## src/rtl/order_dispatcher_pkg.sv

```systemverilog
// order_dispatcher_pkg
// Shared constants for the order dispatcher slice: cache opcodes, error codes,
// bus widths, and opcode-to-engine decode helpers.
package order_dispatcher_pkg;

   localparam int unsigned ORDER_W     = 3;
   localparam int unsigned COUNT_W     = 10;
   localparam int unsigned NUM_ENGINES = 4;

   // Opcodes delivered by the order cache
   localparam logic [ORDER_W-1:0] ORD_NONE  = 3'd0;
   localparam logic [ORDER_W-1:0] ORD_CONV  = 3'd1;
   localparam logic [ORDER_W-1:0] ORD_POOL  = 3'd2;
   localparam logic [ORDER_W-1:0] ORD_UPSMP = 3'd3;
   localparam logic [ORDER_W-1:0] ORD_ADD   = 3'd4;
   localparam logic [ORDER_W-1:0] ORD_END   = 3'd5;

   // Error codes reported while the dispatcher sits in its error state
   localparam logic [1:0] ERR_NONE     = 2'd0;
   localparam logic [1:0] ERR_ILLEGAL  = 2'd1;
   localparam logic [1:0] ERR_TIMEOUT  = 2'd2;
   localparam logic [1:0] ERR_PROTOCOL = 2'd3;

   // One-hot engine select for an opcode; zero for anything that is not an engine
   function automatic logic [NUM_ENGINES-1:0] engine_onehot(input logic [ORDER_W-1:0] op);
      case (op)
         ORD_CONV:  return 4'b0001;
         ORD_POOL:  return 4'b0010;
         ORD_UPSMP: return 4'b0100;
         ORD_ADD:   return 4'b1000;
         default:   return '0;
      endcase
   endfunction

   function automatic logic is_engine_order(input logic [ORDER_W-1:0] op);
      return |engine_onehot(op);
   endfunction

endpackage

```

## src/rtl/order_dispatcher_if.sv

```systemverilog
// order_dispatcher_if
// Bundles the dispatcher's control, order-cache and engine handshakes.
//   task_start/abort            : task control requests
//   pop_order_en/calculate_start/order : order cache pop and returned opcode
//   engine_start/engine_done    : per-engine one-hot start and completion pulses
//   active_order/order_count/busy/task_done/task_error/error_code : status
// slave  = dispatcher side, master = host/cache/engine side.
interface order_dispatcher_if;
   import order_dispatcher_pkg::*;

   logic                   task_start;
   logic                   abort;
   logic                   pop_order_en;
   logic                   calculate_start;
   logic [ORDER_W-1:0]     order;
   logic [NUM_ENGINES-1:0] engine_start;
   logic [NUM_ENGINES-1:0] engine_done;
   logic [ORDER_W-1:0]     active_order;
   logic [COUNT_W-1:0]     order_count;
   logic                   busy;
   logic                   task_done;
   logic                   task_error;
   logic [1:0]             error_code;

   modport slave (
      input  task_start, abort, calculate_start, order, engine_done,
      output pop_order_en, engine_start, active_order, order_count,
             busy, task_done, task_error, error_code
   );

   modport master (
      output task_start, abort, calculate_start, order, engine_done,
      input  pop_order_en, engine_start, active_order, order_count,
             busy, task_done, task_error, error_code
   );

endinterface

```

## src/rtl/order_watchdog.sv

```systemverilog
// order_watchdog
// Saturating cycle counter guarding a running engine.
//   system_clk : clock          rst       : synchronous active-high reset
//   clear_i    : zero the count enable_i  : count this cycle
//   expired_o  : high in the LIMIT-th enabled cycle since the last clear
module order_watchdog #(
   parameter int unsigned LIMIT = 24'hFF_FFFF
) (
   input  logic system_clk,
   input  logic rst,
   input  logic clear_i,
   input  logic enable_i,
   output logic expired_o
);

   localparam int unsigned CNT_W = $clog2(LIMIT + 1);

   logic [CNT_W-1:0] cnt_q, cnt_d;

   always_ff @(posedge system_clk) begin
      if (rst) cnt_q <= '0;
      else     cnt_q <= cnt_d;
   end

   always_comb begin
      cnt_d = cnt_q;
      if (clear_i)
         cnt_d = '0;
      else if (enable_i && (cnt_q != CNT_W'(LIMIT)))
         cnt_d = cnt_q + 1'b1;
   end

   // cnt_q holds the number of enabled cycles already elapsed, so the LIMIT-th
   // enabled cycle sees LIMIT-1 and flags expiry within that same cycle.
   assign expired_o = enable_i && (cnt_q >= CNT_W'(LIMIT - 1));

endmodule

```

## src/rtl/order_dispatcher.sv

```systemverilog
// order_dispatcher
// Walks the cached order list: pops an opcode, starts the matching engine,
// waits for its done pulse (under a watchdog), and repeats until the end order.
//   system_clk : clock           rst : synchronous active-high reset
//   bus        : order_dispatcher_if.slave (control, cache and engine handshakes)
module order_dispatcher
   import order_dispatcher_pkg::*;
#(
   parameter int unsigned MAX_ORDERS     = 512,
   parameter int unsigned TIMEOUT_CYCLES = 24'hFF_FFFF
) (
   input  logic              system_clk,
   input  logic              rst,
   order_dispatcher_if.slave bus
);

   typedef enum logic [2:0] {IDLE, POP, LOAD, ISSUE, RUN, FINISH, ERROR} state_e;

   state_e               state_q, state_d;
   logic [ORDER_W-1:0]   active_q, active_d;
   logic [COUNT_W-1:0]   count_q, count_d;
   logic [1:0]           err_q, err_d;

   logic                   wd_clear, wd_en, wd_expired;
   logic [NUM_ENGINES-1:0] eng_sel;

   order_watchdog #(.LIMIT(TIMEOUT_CYCLES)) u_watchdog (
      .system_clk (system_clk),
      .rst        (rst),
      .clear_i    (wd_clear),
      .enable_i   (wd_en),
      .expired_o  (wd_expired)
   );

   assign eng_sel = engine_onehot(active_q);

   always_ff @(posedge system_clk) begin
      if (rst) begin
         state_q  <= IDLE;
         active_q <= ORD_NONE;
         count_q  <= '0;
         err_q    <= ERR_NONE;
      end else begin
         state_q  <= state_d;
         active_q <= active_d;
         count_q  <= count_d;
         err_q    <= err_d;
      end
   end

   always_comb begin
      state_d  = state_q;
      active_d = active_q;
      count_d  = count_q;
      err_d    = err_q;
      wd_clear = 1'b0;
      wd_en    = 1'b0;

      case (state_q)
         IDLE: begin
            if (bus.task_start && !bus.abort) begin
               state_d = POP;
               count_d = '0;
            end
         end
         POP: begin
            state_d = LOAD;
            if (count_q != '1) count_d = count_q + 1'b1;
         end
         LOAD: begin
            if (!bus.calculate_start) begin
               state_d = ERROR;
               err_d   = ERR_PROTOCOL;
            end else if (bus.order == ORD_END) begin
               state_d  = FINISH;
               active_d = ORD_NONE;
            end else if (is_engine_order(bus.order)) begin
               state_d  = ISSUE;
               active_d = bus.order;
            end else begin
               state_d = ERROR;
               err_d   = ERR_ILLEGAL;
            end
         end
         ISSUE: begin
            wd_clear = 1'b1;
            state_d  = RUN;
         end
         RUN: begin
            wd_en = 1'b1;
            // Only the engine that was started may complete the order
            if (|(bus.engine_done & eng_sel)) begin
               if (count_q == COUNT_W'(MAX_ORDERS)) begin
                  state_d = ERROR;
                  err_d   = ERR_PROTOCOL;
               end else begin
                  state_d = POP;
               end
            end else if (wd_expired) begin
               state_d = ERROR;
               err_d   = ERR_TIMEOUT;
            end
         end
         FINISH: state_d = IDLE;
         ERROR:  state_d = ERROR;
         default: state_d = IDLE;
      endcase

      // Abort overrides every transition above, including a same-cycle done
      if (bus.abort && (state_q != IDLE)) begin
         state_d  = IDLE;
         active_d = ORD_NONE;
         err_d    = ERR_NONE;
      end
   end

   assign bus.pop_order_en = (state_q == POP);
   assign bus.engine_start = (state_q == ISSUE) ? eng_sel : '0;
   assign bus.task_done    = (state_q == FINISH);
   assign bus.task_error   = (state_q == ERROR);
   assign bus.busy         = (state_q != IDLE) && (state_q != ERROR);
   assign bus.active_order = active_q;
   assign bus.order_count  = count_q;
   assign bus.error_code   = err_q;

endmodule

```

## src/flat_wrapper.sv

```systemverilog
// flat-port wrapper written by rule: the top's interface ports become plain ports
module order_dispatcher_flat import order_dispatcher_pkg::*;
#(
   parameter int unsigned MAX_ORDERS     = 512,
   parameter int unsigned TIMEOUT_CYCLES = 24'hFF_FFFF
)
  (system_clk, rst, bus_task_start, bus_abort, bus_calculate_start, bus_order, bus_engine_done, bus_pop_order_en, bus_engine_start, bus_active_order, bus_order_count, bus_busy, bus_task_done, bus_task_error, bus_error_code);
  order_dispatcher_if bus_i ();
  input  logic system_clk;
  input  logic rst;
  input wire logic [$bits(bus_i.task_start)-1:0] bus_task_start;
  input wire logic [$bits(bus_i.abort)-1:0] bus_abort;
  input wire logic [$bits(bus_i.calculate_start)-1:0] bus_calculate_start;
  input wire logic [$bits(bus_i.order)-1:0] bus_order;
  input wire logic [$bits(bus_i.engine_done)-1:0] bus_engine_done;
  output wire logic [$bits(bus_i.pop_order_en)-1:0] bus_pop_order_en;
  output wire logic [$bits(bus_i.engine_start)-1:0] bus_engine_start;
  output wire logic [$bits(bus_i.active_order)-1:0] bus_active_order;
  output wire logic [$bits(bus_i.order_count)-1:0] bus_order_count;
  output wire logic [$bits(bus_i.busy)-1:0] bus_busy;
  output wire logic [$bits(bus_i.task_done)-1:0] bus_task_done;
  output wire logic [$bits(bus_i.task_error)-1:0] bus_task_error;
  output wire logic [$bits(bus_i.error_code)-1:0] bus_error_code;
  assign bus_i.task_start = bus_task_start;
  assign bus_i.abort = bus_abort;
  assign bus_i.calculate_start = bus_calculate_start;
  assign bus_i.order = bus_order;
  assign bus_i.engine_done = bus_engine_done;
  assign bus_pop_order_en = bus_i.pop_order_en;
  assign bus_engine_start = bus_i.engine_start;
  assign bus_active_order = bus_i.active_order;
  assign bus_order_count = bus_i.order_count;
  assign bus_busy = bus_i.busy;
  assign bus_task_done = bus_i.task_done;
  assign bus_task_error = bus_i.task_error;
  assign bus_error_code = bus_i.error_code;
  order_dispatcher #(.MAX_ORDERS(MAX_ORDERS), .TIMEOUT_CYCLES(TIMEOUT_CYCLES)) u_core (.system_clk(system_clk), .rst(rst), .bus(bus_i));
endmodule
```

## config.mk

```make
export PLATFORM = sky130hd
export DESIGN_NAME = order_dispatcher_flat
export DESIGN_NICKNAME = d
export VERILOG_FILES = /design/src/rtl/order_dispatcher_pkg.sv /design/src/rtl/order_dispatcher_if.sv /design/src/rtl/order_watchdog.sv /design/src/rtl/order_dispatcher.sv /design/src/flat_wrapper.sv
export SDC_FILE = /design/constraint.sdc
export NUM_CORES = 1
export LEC_CHECK = 0
export ABC_AREA = 1
export BUFFER_PORTS_ARGS = -buffer_cell sky130_fd_sc_hd__buf_4
export CAP_MARGIN = 20
export CORE_ASPECT_RATIO = 2
export CORE_MARGIN = 2
export CORE_UTILIZATION = 53
export DETAILED_ROUTE_END_ITERATION = 8
export GPL_ROUTABILITY_DRIVEN = 1
export PLACE_DENSITY = 0.74
export SLEW_MARGIN = 25
export SYNTH_ARGS = -nofsm -noshare
export SYNTH_HDL_FRONTEND = slang
export SYNTH_SLANG_ARGS = --single-unit
```

## constraint.sdc

```tcl
create_clock -name system_clk -period 2.5 [get_ports system_clk]
set_clock_uncertainty 0.2 [all_clocks]
set_input_delay 0.375 -clock system_clk [delete_from_list [all_inputs] [get_ports system_clk]]
set_output_delay 0.375 -clock system_clk [all_outputs]
set_load 0.02 [all_outputs]
```

==> reports/qor.yml, run 1 <==
synthCells: 441
setup_viol: 0
syn_area_per_cell_um2: 6.213
period_share: 0.8447
r2r_cells: 10
p_sw_w: 0.0004552
synthAdderAreaFrac: 0.01826
vias_per_cell: 5.009
muxShareOfSynthArea: 0
die-height_um: 105.7
start_kind: "register"
drt_iter0_markers: 76
fin_nets: 495
synth_edf_count: 0
synthesis.area_mm2: 0.002740
io_pins: 35
sequentialPowerShare: 0.453
endpoint_kind: "output pin"
power_density_mw_per_mm2: 499.3
htreeDepth: 2
grt_pass1_vias: 2393
wl_per_cell_um: 11.25
holdPathStages: 3
combPwrFrac: 0.197
async_flop_share: 0
cts_setup_buffers: 0
grt_pass1_wl_um: 10250
hp-class: "in -> reg"
slew_headroom: 0.7281
postLayoutCoreUtil: 0.6236
cts_resized: 0
grt_setup_unrepaired: "false"
swShare: 0.2897
vias: 2690
fin_area_mm2: 0.003147
antenna_found_initial: 0
arrival_ns: 1.54
die_area_mm2: 0.005796
critical_path.max_fanout: 5
synth-seq-cells: 42
slew_viol_final: 0
core_area_mm2: 0.005046
first_pass_iters: 4
diodes: 0
synth-compound-area-share: 0.1087
power_frac_clock: 0.349
synth-xor-area-share: 0.03836
cts_tree: "done"
ir_drop_uv: 572.3
numCtsBuffers: 5
ys_warn_count: 0
grt_max_degree: 21
synth_area_leaders: "dfxtp_1, nand2_1, nor2_1"
internal_power_w: 0.001116
synth_nets: 457
antenna_left: 0
cts_hold_buf: 0
synth_ff_type: "dfxtp_1"
synth_top_family_by_area: "simple AND/OR/NAND/NOR gates"
initial_core_util: 0.5430
wl_um: 6040
synthSimpleGateAreaFrac: 0.4320
layout-drive-gt1-share: 0.1587
io_buffers: 34
tightest_slew_ns: 0.4079
fin_tns_setup_ns: 0
grt_use_total: 0.2281
yosysTopAreaCellShare: 0.3068
p_leak_nw: 1.317
fmax_mhz: 473.5
place_hpwl_um: 4677
required_ns: 1.92
cts.sinks: 42
max-cap-violations: 0
yosys.area.top_type: "dfxtp_1"
cts_root_buf: "clkbuf_8"
clkTransAtPathRegs_ns: 0.08
clk_latency_ns: 0.29
ys_seq_area_frac: 0.3068
die_width_um: 54.85
grt_overflow: 0
route.detailed.drc: 0
cts_buffer_depth: 2
synth_common_cells: "nand2_1, nor2_1, inv_1"
synth.most_common_cell: "nand2_1"
outcome: "finished clean"
place_congestion: 0.9421
synth_cell_types: 27
place_area_mm2: 0.003034
rows: 37
min_period_ns: 2.112
critPathKind: "reg -> out"
area_growth_pct: 14.84
hold_viol: 0
-- flip-flops by register name, indices dropped and copies added (netlist names) --
register and flops:
u_core.bus.active_order 3, u_core.bus.error_code 2, u_core.bus.order_count 10, u_core.u_watchdog.cnt_q 24
u_core.state_q 3
-- per-stage QoR --
step | cells | hold WS [ns] | worst slack [ns] | total power, W
after floorplan | 441 | 0.2482 | 0.5559 | 0.0009557
after global placement | 530 | 0.2717 | 0.4620 | 0.001035
after detailed placement | 530 | 0.2683 | 0.4124 | 0.001037
after CTS | 537 | 0.1507 | 0.3608 | 0.001586
after global routing | 537 | 0.1601 | 0.1878 | 0.001645
final | 537 | 0.1559 | 0.3882 | 0.001571
-- final cells by class --
type	count	area, um2
Fill cell	487	1899
Multi-Input combinational cell	338	1637
Sequential cell	42	840.8
Timing Repair Buffer	37	277.8
Inverter	55	206.4
Clock buffer	6	82.58
Tap cell	58	72.57
Clock inverter	1	30.03
-- final timing paths --
| check | slack, ns | from | endpoint |
|---|---|---|---|
| setup reg to reg | 0.41 | u_core.u_watchdog.cnt_q[0] | u_core.u_watchdog.cnt_q[4] |
| hold reg to reg | 0.28 | u_core.bus.order_count[4] | u_core.bus.order_count[4] |
| setup / recovery | 0.39 | u_core.state_q[1] | bus_engine_start[0] |
| hold / removal | 0.16 | bus_order[1] | u_core.bus.active_order[1] |
-- worst max-delay path, cell delays in order (launching register included) --
cell and delay, ns:
dfxtp_1 0.45, nand2_1 0.10, nor2_1 0.16, inv_1 0.11, nor4_1 0.22, buf_4 0.20
-- power groups by stage --
stage,Combinational [W],Clock [W],Sequential (W)
floorplan,0.000215,0,0.000740
global placement,0.000308,0,0.000727
finish,0.000310,0.000549,0.000712
global route,0.000351,0.000578,0.000716
CTS,0.000311,0.000562,0.000712
detailed placement,0.000310,0,0.000727
-- kinds of logic (layout without fill, tap and decap cells) --
| family | after synthesis | count (layout) |
|---|---|---|
| simple gates | 274 | 274 |
| buf+inv | 61 | 99 |
| compound gates | 48 | 48 |
| flops | 42 | 42 |
| fa+ha+maj | 4 | 4 |
| xor+xnor | 12 | 12 |
-- layout by cell type, fill, tap and decap left out, drive strengths merged, types with 7 or more instances in the layout --
| cell | count |
|---|---|
| nor2 | 80 |
| o21ai | 12 |
| nand2 | 150 |
| a21oi | 34 |
| nor3 | 7 |
| dfxtp | 42 |
| inv | 54 |
| buf | 37 |
| nand3b | 7 |
| nand3 | 21 |
| xor2 | 9 |
-- per-layer routing --
metal | GRT usage | part of all wire | vias up
li1 | - | - | 1455
met1 | 0.3045 | 0.47 | 1172
met2 | 0.3546 | 0.48 | 57
met3 | 0.04249 | 0.042 | 6
met4 | 0.07857 | 0.010 | 0
met5 | 0 | 0 | -
No activity file was read; power rests on OpenSTA's default activity.
==> inputs of run 2 (changes only) <==
--- a/config.mk
+++ b/config.mk
@@ -10,10 +10,10 @@
 export CAP_MARGIN = 20
 export CORE_ASPECT_RATIO = 2
 export CORE_MARGIN = 2
-export CORE_UTILIZATION = 53
+export CORE_UTILIZATION = 52
 export DETAILED_ROUTE_END_ITERATION = 8
 export GPL_ROUTABILITY_DRIVEN = 1
-export PLACE_DENSITY = 0.74
+export PLACE_DENSITY = 0.76
 export SLEW_MARGIN = 25
 export SYNTH_ARGS = -nofsm -noshare
 export SYNTH_HDL_FRONTEND = slang
==> constraint.sdc (replaced) <==
create_clock -name system_clk -period 1.8 [get_ports system_clk]
set_clock_uncertainty 0.2 [all_clocks]
set_input_delay 0.27 -clock system_clk [delete_from_list [all_inputs] [get_ports system_clk]]
set_output_delay 0.27 -clock system_clk [all_outputs]
set_load 0.02 [all_outputs]
==> reports/qor.yml, run 2 (same netlist as run 1, synthesis figures left out) <==
clk_latency_ns: 0.31  # was 0.29 ns
numCtsBuffers: 5  # unchanged
slew_headroom: 0.7675  # was 0.7281
antenna_found_initial: 0  # unchanged
grt_overflow: 0  # unchanged
die_area_mm2: 0.005902  # was 0.005796 mm2
start_kind: "register"  # unchanged
ir_drop_uv: 636.6  # was 572.3 uV
cts_hold_buf: 0  # unchanged
grtUsageMet1: 0.2317  # was 0.3045
wl_per_cell_um: 14.64  # was 11.25 um
die_width_um: 55.33  # was 54.85 um
layout_common_cells: "nand2_1, buf_4, nor2_1, inv_1, dfxtp_1"  # was nand2_1, nor2_1, inv_1, dfxtp_1, buf_4
critical_path.max_fanout: 5  # unchanged
power_frac_clock: 0.338  # was 0.349
fillCellCount: 431  # was 487
internal_power_w: 0.001593  # was 0.001116 W
vias: 3079  # was 2690
place_hpwl_um: 5815  # was 4677 um
slowest_stage: "dfxtp_4"  # was dfxtp_1
critical_path.top_delay_family: "flip-flops"  # was simple AND/OR/NAND/NOR gates
preCtsSetupSlack_ns: -0.01047  # was 0.4124 ns
io_buffers: 34  # unchanged
grt_setup_unrepaired: "true"  # was false
crit_start: "u_core.bus.active_order[0]"  # was u_core.state_q[1]
slew_viol_final: 0  # unchanged
initial_core_util: 0.5381  # was 0.5430
cts_tree: "done"  # unchanged
largest_reg_flops: 24  # unchanged
p_sw_w: 0.0007536  # was 0.0004552 W
route.detailed.drc: 0  # unchanged
power_density_mw_per_mm2: 627.4  # was 499.3 mW/mm2
place_congestion: 0.8924  # was 0.9421
crit_buf_inv: 2  # unchanged
layout-drive-gt1-share: 0.3282  # was 0.1587
cts.sinks: 42  # unchanged
p_leak_nw: 1.576  # was 1.317 nW
critPathKind: "reg -> out"  # unchanged
regMostFlops: "u_core.u_watchdog.cnt_q"  # unchanged
fmax_mhz: 545.0
diodes: 0  # unchanged
cts_buffer_depth: 2  # unchanged
use_met3: 0.03619  # was 0.04249
core_area_mm2: 0.005092  # was 0.005046 mm2
hold_path_startpoint: "bus_order[1]"  # unchanged
rows: 37  # unchanged
hold_viol: 0  # unchanged
io_pins: 35  # unchanged
vias_per_cell: 5.318  # was 5.009
min_period_ns: 1.835
tightest_slew_ns: 0.3461  # was 0.4079 ns
grt_busiest_layer: "met2"  # unchanged
fin_total_pwr_w: 0.002347  # was 0.001571 W
hp-class: "in -> reg"  # unchanged
worst_slack_ns: -0.03499  # was 0.3882 ns
grt_pass1_wl_um: 12540  # was 10250 um
sequentialPowerShare: 0.422  # was 0.453
crit_path_cell_trace: "clkinvlp_4 > nor4_4 > buf_4"  # was nand2_1 > nor2_1 > inv_1 > nor4_1 > buf_4
area_growth_pct: 36.48  # was 14.84%
first_pass_iters: 4  # unchanged
endpoint_kind: "output pin"  # unchanged
arrival_ns: 1.36  # was 1.54 ns
setup_viol: 2  # was 0
final_common_cell: "nand2_1"  # unchanged
max-cap-violations: 0  # unchanged
die-height_um: 106.7  # was 105.7 um
clkTransAtPathRegs_ns: 0.09  # was 0.08 ns
critPathMaxStageDelay_ns: 0.41  # was 0.45 ns
grt_pass1_vias: 3010  # was 2393
required_ns: 1.33  # was 1.92 ns
outcome: "complete, but fails checks"  # was finished clean
drt_iter0_markers: 109  # was 76
cts_root_buf: "clkbuf_8"  # unchanged
fin_nets: 536  # was 495
wl_um: 8474  # was 6040 um
reg2reg_from: "u_core.u_watchdog.cnt_q[22]"  # was u_core.u_watchdog.cnt_q[0]
htreeDepth: 2  # unchanged
violations: "setup timing"
met2_usage: 0.5374  # was 0.3546
antenna_left: 0  # unchanged
combPwrFrac: 0.240  # was 0.197
grt_max_degree: 20  # was 21
grt_use_total: 0.2662  # was 0.2281
period_share: 1.019
swShare: 0.3211  # was 0.2897
[run 2: cell count changes in the layout (fill, tap and decap cells not counted), moves of 4 or more]
cell and change:
dfxtp_4 +7, nor4_1 -4, nor4_4 +4, buf_4 +36, dfxtp_1 -17, o21ai_0 -5, nor2_2 +9, nand2_1 -6
dfxtp_2 +10, nor2_1 -11, inv_1 -7, o21ai_1 +5
[run 2: final timing paths]
path,cells after the start,end,slack (ns)
worst max-delay path,3,bus_engine_start[2],-0.03
worst min-delay path,3,u_core.bus.active_order[1],0.04
worst max register to register,9,u_core.u_watchdog.cnt_q[16],0.03
worst min register to register,2,u_core.u_watchdog.cnt_q[2],0.28
[run 2: layer usage]
layer	up-vias	part of all wire
met5	-	0
met4	0	0.061
met3	37	0.027
met2	82	0.57
met1	1410	0.34
li1	1550	-
[run 2: tightest hold or removal path: stages]
cell	delay, ns
buf_4	0.08
inv_1	0.05
a21oi_1	0.11
[run 2: what timing repair did]
item                                    CTS  global route
setup buffers                             2            11
pin swaps                                 3            12
resized for setup                        19            59
endpoints found under the setup margin   23            43
cloned                                    0             2
[run 2: layout make-up]
cell class	instances	area [um2]	share of cell area
inverter	55	219.0	0.05855
multi-input combinational	338	1807	0.4831
clock buffer	5	68.82	0.01840
tap	58	72.57	0.01940
timing repair buffer	78	649.4	0.1736
clock inverter	3	43.79	0.01171
sequential	42	879.6	0.2352
[run 2: power groups by stage]
| stage | logic [W] | clock network, W | registers (W) |
|---|---|---|---|
| after floorplan | 0.000299 | 0 | 0.00103 |
| final | 0.000563 | 0.000792 | 0.000991 |
| after global placement | 0.000468 | 0 | 0.00101 |
| after detailed placement | 0.000475 | 0 | 0.00101 |
| after CTS | 0.000499 | 0.000801 | 0.000988 |
| after global routing | 0.000618 | 0.000829 | 0.000993 |
[run 2: through the flow]
| step | setup TNS (ns) | utilization | cells | hold WS, ns | instance area [um2] |
|---|---|---|---|---|---|
| CTS | -0.07031 | 0.6749 | 566 | 0.04525 | 3437 |
| detailed placement | -0.01047 | 0.6391 | 556 | 0.2733 | 3254 |
| floorplan | -0.1562 | - | 441 | 0.2300 | 2740 |
| global route | -0.3922 | 0.7344 | 579 | 0.05886 | 3740 |
| finish | -0.04830 | 0.7344 | 579 | 0.03645 | 3740 |
| global placement | 0 | 0.6391 | 556 | 0.2666 | 3254 |
